--- src/rtl/quickq_req_arbiter.sv ---
// Round-robin request front end for the QuickQ priority queue: grants one requester
// at a time, sequences the command into the queue FSM and returns a tagged response.
module quickq_req_arbiter #(
    parameter int NREQ    = 4,
    parameter int DW      = 32,
    parameter int DEPTH   = 16,
    parameter int TIMEOUT = 255
) (
    input  logic                       clk,
    input  logic                       rst_n,
    input  logic [NREQ-1:0]            req_valid,
    input  logic [NREQ-1:0]            req_op,
    input  logic [NREQ*DW-1:0]         req_data,
    output logic [NREQ-1:0]            req_ready,
    output logic                       rsp_valid,
    output logic [$clog2(NREQ)-1:0]    rsp_id,
    output logic [DW-1:0]              rsp_data,
    output logic                       rsp_err,
    output logic                       q_enq,
    output logic                       q_deq,
    output logic [DW-1:0]              q_din,
    input  logic                       q_done,
    input  logic [DW-1:0]              q_dout,
    output logic [$clog2(DEPTH+1)-1:0] count,
    output logic                       full,
    output logic                       empty
);
    localparam int IDW = $clog2(NREQ);
    localparam int CW  = $clog2(DEPTH+1);
    localparam int TW  = $clog2(TIMEOUT+1);

    typedef enum logic [1:0] {S_IDLE, S_ISSUE, S_WAIT, S_RESP} state_t;

    state_t          r_state, w_state_next;
    logic [IDW-1:0]  r_ptr, w_ptr_next;
    logic [IDW-1:0]  r_id, w_id_next;
    logic            r_op, w_op_next;
    logic [TW-1:0]   r_tmo, w_tmo_next;
    logic            r_rsp_valid, w_rsp_valid_next;
    logic [IDW-1:0]  r_rsp_id, w_rsp_id_next;
    logic [DW-1:0]   r_rsp_data, w_rsp_data_next;
    logic            r_rsp_err, w_rsp_err_next;
    logic            r_q_enq, w_q_enq_next;
    logic            r_q_deq, w_q_deq_next;
    logic [DW-1:0]   r_q_din, w_q_din_next;
    logic [CW-1:0]   r_count, w_count_next;
    logic            r_full, r_empty;

    logic            w_any;
    logic [IDW-1:0]  w_win;
    logic            w_grant;
    logic            w_win_op;
    logic [DW-1:0]   w_win_data;
    logic [DW-1:0]   w_slice [NREQ];

    // Search ptr+NREQ down to ptr+1 so the nearest valid requester is assigned last and wins.
    always_comb begin
        int idx;
        idx   = 0;
        w_any = 1'b0;
        w_win = '0;
        for (int k = NREQ; k >= 1; k--) begin
            idx = (int'(r_ptr) + k) % NREQ;
            if (req_valid[IDW'(idx)]) begin
                w_any = 1'b1;
                w_win = IDW'(idx);
            end
        end
    end

    assign w_grant    = (r_state == S_IDLE) && w_any;
    assign w_win_op   = req_op[w_win];
    assign w_win_data = w_slice[w_win];

    genvar gi;
    generate
        for (gi = 0; gi < NREQ; gi++) begin : g_req
            assign w_slice[gi]   = req_data[gi*DW +: DW];
            // Gated by rst_n so the grant is also silent while reset is held.
            assign req_ready[gi] = rst_n && w_grant && (w_win == IDW'(gi));
        end
    endgenerate

    always_comb begin
        w_state_next     = r_state;
        w_ptr_next       = r_ptr;
        w_id_next        = r_id;
        w_op_next        = r_op;
        w_tmo_next       = r_tmo;
        w_rsp_valid_next = 1'b0;
        w_rsp_id_next    = r_rsp_id;
        w_rsp_data_next  = r_rsp_data;
        w_rsp_err_next   = r_rsp_err;
        w_q_enq_next     = 1'b0;
        w_q_deq_next     = 1'b0;
        w_q_din_next     = r_q_din;
        w_count_next     = r_count;
        case (r_state)
            S_IDLE: begin
                if (w_any) begin
                    w_id_next = w_win;
                    w_op_next = w_win_op;
                    if ((!w_win_op && r_full) || (w_win_op && r_empty)) begin
                        w_state_next     = S_RESP;
                        w_rsp_valid_next = 1'b1;
                        w_rsp_id_next    = w_win;
                        w_rsp_data_next  = '0;
                        w_rsp_err_next   = 1'b1;
                    end else begin
                        w_state_next = S_ISSUE;
                        w_q_enq_next = !w_win_op;
                        w_q_deq_next = w_win_op;
                        w_q_din_next = w_win_data;
                    end
                end
            end
            S_ISSUE: begin
                w_tmo_next   = '0;
                w_state_next = S_WAIT;
            end
            S_WAIT: begin
                if (q_done) begin
                    w_state_next     = S_RESP;
                    w_rsp_valid_next = 1'b1;
                    w_rsp_id_next    = r_id;
                    w_rsp_data_next  = r_op ? q_dout : '0;
                    w_rsp_err_next   = 1'b0;
                    if (!r_op && (r_count != CW'(DEPTH)))
                        w_count_next = r_count + CW'(1);
                    else if (r_op && (r_count != '0))
                        w_count_next = r_count - CW'(1);
                end else if (r_tmo == TW'(TIMEOUT-1)) begin
                    w_state_next     = S_RESP;
                    w_rsp_valid_next = 1'b1;
                    w_rsp_id_next    = r_id;
                    w_rsp_data_next  = '0;
                    w_rsp_err_next   = 1'b1;
                end else begin
                    w_tmo_next = r_tmo + TW'(1);
                end
            end
            S_RESP: begin
                w_ptr_next   = r_id;
                w_state_next = S_IDLE;
            end
            default: w_state_next = S_IDLE;
        endcase
    end

    always_ff @(posedge clk or negedge rst_n) begin
        if (!rst_n) begin
            r_state     <= S_IDLE;
            r_ptr       <= IDW'(NREQ-1);
            r_id        <= '0;
            r_op        <= 1'b0;
            r_tmo       <= '0;
            r_rsp_valid <= 1'b0;
            r_rsp_id    <= '0;
            r_rsp_data  <= '0;
            r_rsp_err   <= 1'b0;
            r_q_enq     <= 1'b0;
            r_q_deq     <= 1'b0;
            r_q_din     <= '0;
            r_count     <= '0;
            r_full      <= 1'b0;
            r_empty     <= 1'b1;
        end else begin
            r_state     <= w_state_next;
            r_ptr       <= w_ptr_next;
            r_id        <= w_id_next;
            r_op        <= w_op_next;
            r_tmo       <= w_tmo_next;
            r_rsp_valid <= w_rsp_valid_next;
            r_rsp_id    <= w_rsp_id_next;
            r_rsp_data  <= w_rsp_data_next;
            r_rsp_err   <= w_rsp_err_next;
            r_q_enq     <= w_q_enq_next;
            r_q_deq     <= w_q_deq_next;
            r_q_din     <= w_q_din_next;
            r_count     <= w_count_next;
            r_full      <= (w_count_next == CW'(DEPTH));
            r_empty     <= (w_count_next == '0);
        end
    end

    assign rsp_valid = r_rsp_valid;
    assign rsp_id    = r_rsp_id;
    assign rsp_data  = r_rsp_data;
    assign rsp_err   = r_rsp_err;
    assign q_enq     = r_q_enq;
    assign q_deq     = r_q_deq;
    assign q_din     = r_q_din;
    assign count     = r_count;
    assign full      = r_full;
    assign empty     = r_empty;
endmodule

--- config.mk ---
export PLATFORM = sky130hd
export DESIGN_NAME = quickq_req_arbiter
export DESIGN_NICKNAME = d
export VERILOG_FILES = /design/src/rtl/quickq_req_arbiter.sv
export SDC_FILE = /design/constraint.sdc
export NUM_CORES = 1
export LEC_CHECK = 0
export ABC_AREA = 1
export CAP_MARGIN = 15
export CORE_MARGIN = 2
export CORE_UTILIZATION = 42
export CTS_BUF_LIST = sky130_fd_sc_hd__clkbuf_16
export CTS_CLUSTER_DIAMETER = 30
export DETAILED_ROUTE_END_ITERATION = 10
export HOLD_SLACK_MARGIN = 0.06
export PLACE_DENSITY = 0.86
export SETUP_SLACK_MARGIN = 0.5
export SYNTH_ARGS = -nofsm -noshare
export SYNTH_HDL_FRONTEND = slang
export SYNTH_SLANG_ARGS = --single-unit
--- constraint.sdc ---
create_clock -name clk -period 2.7 [get_ports clk]
set_input_delay 0.27 -clock clk [delete_from_list [all_inputs] [get_ports clk]]
set_output_delay 0.27 -clock clk [all_outputs]
set_load 0.05 [all_outputs]
==> out/metrics.sh <==
OUTCOME='complete, but fails checks'
CTS-BUFFERS-INSERTED=9
STD_CELL_ROWS=41
WORST_PATH_LARGEST_CELL_DELAY_NS=0.64
FIN_CRIT_NS=2.79
GRT_SETUP_UNREPAIRED='true'
CTS.SINKS=92
R2R-END='rsp_data[29]'
YS.FLOP_TYPE='dfrtp_1'
FP.DIEH_UM=119
FIN_NETS=1224
INSTANCES_NO_FILL=1222
MAXCLOCKFREQUENCY_MHz=359
TIGHTESTPINTRANSITION_NS=0.767
SYNTH.FF_LATCH_COUNT=92
MAX-CLOCK-PATH-BUFFERS=2
PWR-SHARE-SEQ=0.157
SYNTH_ENABLE_FLOP_CELLS=0
TIMING.RR.START='r_ptr[0]'
GRT_ANTENNA_BEFORE_REPAIR=0
SETUP.WORST_PATH.START_CLASS='register'
SYNTH_NETS=942
TNS_NS=-2.37
POWER_LEAKAGE_nW=4.58
FINALCLOCKSKEW_NS=0.00609
FP.DIEAREA_UM2=14100
DPL.CELL_COUNT=1155
REGTOREGSETUPSLACK_NS=-0.09
MAPPEDNETLISTAREA_UM2=5540
TIMING.CRITICAL_PATH.FANOUT_MAX=18
OVERFLOW=0
NUMBER_OF_H_TREE_LEVELS=3
FINAL_COMMON_CELL='clkdlybuf4s50_1'
DR_DRC_COUNT=0
BUF_INV_STAGES_CRIT_PATH=5
YS_TYPES=35
LARGEST_NET_DEGREE_AT_THE_START_OF_GLOBAL_ROUTING=62
GLOBAL_ROUTE_WIRE_LENGTH_BEFORE_REPAIR_UM=32700
DIODES=0
SYNTH_SEQ_AREA_SHARE=0.416
CORE_REGION_AREA_UM2=12800
TOTAL_VIAS_IN_THE_FINAL_ROUTE=6685
DETAILEDPLACEMENTHPWL_UM=13400
FIRST_GLOBAL_VIAS=6392
SHARE_OF_CELLS_ABOVE_DRIVE_STRENGTH_1=0.209
HOLD_VIOLATIONS=0
FINALMAXSLEWVIOLATIONS=0
NUM-FILL-CELLS=899
DRV_CAP=0
CRITICALPATHCATEGORY='register to register'
DETAIL_ROUTE.WL_PER_CELL_UM=18.2
CP_DELAY_BY_FAMILY_TOP='simple AND/OR/NAND/NOR gates'
DESIGN_POWER_TOTAL_W=0.0147
DRTPASS1ITERATIONS=5
MIN_SETUP_SLACK_POST_ROUTE_NS=-0.0861
DRT_WL_TOTAL_UM=22200
MAXSLEWHEADROOM=0.489
SYN_AVG_CELL_AREA_UM2=7.26
PLACE.GP.CONGESTION=0.886
CRITPATHREQUIREDTIME_NS=2.92
CRITICAL_PATH_ARRIVAL_NS=3.00
ASYNC_RESET_FF_FRAC=1.00
MOSTFREQUENTLAYOUTCELLS='clkdlybuf4s50_1 (246), nand2_1 (159), nand3_1 (108)'
SYNTHCELLS=763
CLK_ROOT_BUFFER_CELL='clkbuf_16'
CLOCK_POWER_SHARE=0.090
TRITONCTS_CLOCK_TREE='yes'
DRT_ITER0_DRC=511
INITIAL_CORE_UTIL=0.434
WORST_PATH_MOST_REPEATED_CELL='nand2_2'
ANT_NETS=0
CP_CELL_SEQUENCE='buf_4 > nand2_1 > nand3_2 > nand2_2 > inv_1 > nand2_4 > nand2_4 > nand2_4 > buf_6 > nand3b_1 > nand2_1 > nand2_2 > nand2_2 > nand2_2 > nand3_4 > buf_12 > buf_12 > nand3_1 > nand2_2'
CLKTRANSATPATHREGS_NS=0.06
SYNTH.YOSYS.WARNINGS=0
AREA_DELTA_SYNTH_FINAL_PCT=76.3
VIOLATIONS='setup timing'
CELLINTERNALPOWER_W=0.00706
NUMBER_OF_CELL_INSTANCES_ON_THE_WORST_REGISTER_TO_REGISTER_PATH=19
HOLD_CLASS='primary input to asynchronous set/reset pin'
DIE-WIDTH_UM=119
PWR_DENSITY_CELL_nW_PER_UM2=1510
GLOBALROUTETOTALUTIL=0.290
POWER_SWITCHING_W=0.00766
LAYOUT_WORST_PATH_CYCLE_SHARE=1.03
WORST_SKEW_PAIR.LATE_LATENCY_NS=0.33
BOUNDARYPINS=252
NETSWITCHINGFRACTION=0.520
WORST_IR_DROP_VDD_mV=0.824
PORT_BUFFERS=251
CRIT_PATH_TOP_DELAY_CELL='dfstp_2'
PWR-SHARE-COMB=0.753
VIAS_PER_CELL=5.47
CRITICAL_PATH.ENDPOINT_TYPE='register'
REPORT.FINAL.SETUP_VIOL=63
==> worst max-delay path by stage <==
stage	cells past startpoint	slack [ns]	endpoint	from
after CTS	13	0.20	req_ready[3]	r_ptr[0]
after detailed placement	19	-0.09	q_din[16]	req_valid[1]
after global placement	15	0.04	q_din[26]	req_valid[1]
after global routing	19	-0.15	q_din[25]	r_ptr[0]
after floorplan	13	0.43	req_ready[0]	r_ptr[0]
final	19	-0.09	rsp_data[29]	r_ptr[0]
==> metrics by stage <==
stage	area [um^2]	utilization	hold slack, ns	setup slack (ns)
4_1_cts	9230	0.722	0.443	0.205
6_report	9770	0.765	0.444	-0.0861
3_5_place_dp	8240	0.645	0.245	-0.0879
3_3_place_gp	8240	0.645	0.236	0.0361
2_1_floorplan	5630	-	-0.0256	0.427
5_1_grt	9770	0.765	0.477	-0.150
==> final cells by class <==
type,instances,area [um^2],area share
tap,172,215,0.0220
timing repair buffer,313,3360,0.344
sequential,92,2310,0.236
multi-input combinational,555,3280,0.335
inverter,74,300,0.0307
clock buffer,9,225,0.0230
clock inverter,7,83.8,0.00858
==> power groups by stage <==
stage | combinational [W] | clock (W) | sequential [W]
final | 0.0111 | 0.00132 | 0.00232
after global routing | 0.0117 | 0.00140 | 0.00237
after floorplan | 0.00435 | 0 | 0.00357
after CTS | 0.00975 | 0.00133 | 0.00224
after detailed placement | 0.00780 | 0 | 0.00225
after global placement | 0.00769 | 0 | 0.00224
==> worst register-to-register path, stage by stage (launching register included) <==
cell and delay, ns:
dfstp_2 0.64, buf_4 0.16, nand2_1 0.09, nand3_2 0.11, nand2_2 0.07, inv_1 0.13, nand2_4 0.10, nand2_4 0.09
nand2_4 0.07, buf_6 0.12, nand3b_1 0.07, nand2_1 0.07, nand2_2 0.12, nand2_2 0.11, nand2_2 0.11, nand3_4 0.12
buf_12 0.18, buf_12 0.15, nand3_1 0.11, nand2_2 0.07
==> cells in the mapped netlist (4+ instances only) <==
cell      number  area (um^2)
nand2_1      235          882
nand3_1      114          571
dfrtp_1       89         2230
inv_1         68          255
nand4_1       65          407
nor2_1        49          184
buf_2         25          125
nand2_2       22          138
o21ai_0       14         70.1
clkbuf_1      11         41.3
a21oi_1       10         50.1
ha_1           8          100
nor3_1         7         35.0
buf_6          6         67.6
xor2_1         6         52.6
inv_2          5         18.8
buf_4          4         30.0
==> registers in the layout, indices dropped and copies added (netlist names) <==
name,flops
q_din,32
q_deq,1
rsp_id,2
r_ptr,2
r_tmo,8
full,1
r_op,1
q_enq,1
r_id,2
empty,1
r_state,2
rsp_err,1
count,5
rsp_valid,1
rsp_data,32
==> cells by family (layout without fill, tap and decap cells) <==
kind of cell	Yosys count	count (layout)	share of synthesized area
xor gates and xnor gates	6	6	0.00948
and+or+nand+nor	504	509	0.424
buffers and inverters	121	403	0.101
DFF	92	92	0.416
adders and majority gates	8	8	0.0181
AOI/OAI and AO/OA	32	32	0.0312
==> per-layer routing <==
layer | GRT usage | vias up | share of wire | routed length, um
li1 | - | 3075 | - | -
met1 | 0.351 | 3159 | 0.38 | 8540
met2 | 0.492 | 372 | 0.49 | 10800
met3 | 0.0709 | 79 | 0.085 | 1880
met4 | 0.118 | 0 | 0.043 | 956
met5 | 0 | - | 0 | 0
==> repair_timing <==
item / 4_1_cts / 5_1_grt
buffers inserted: 31 / 6
hold buffers: 1 / 0
cloned: 9 / 4
gates resized for setup: 47 / 119
hold endpoints to repair: 28 / 0
endpoints found under the setup margin: 74 / 80
pin swaps: 20 / 27
Power figures use the tool's default switching activity.
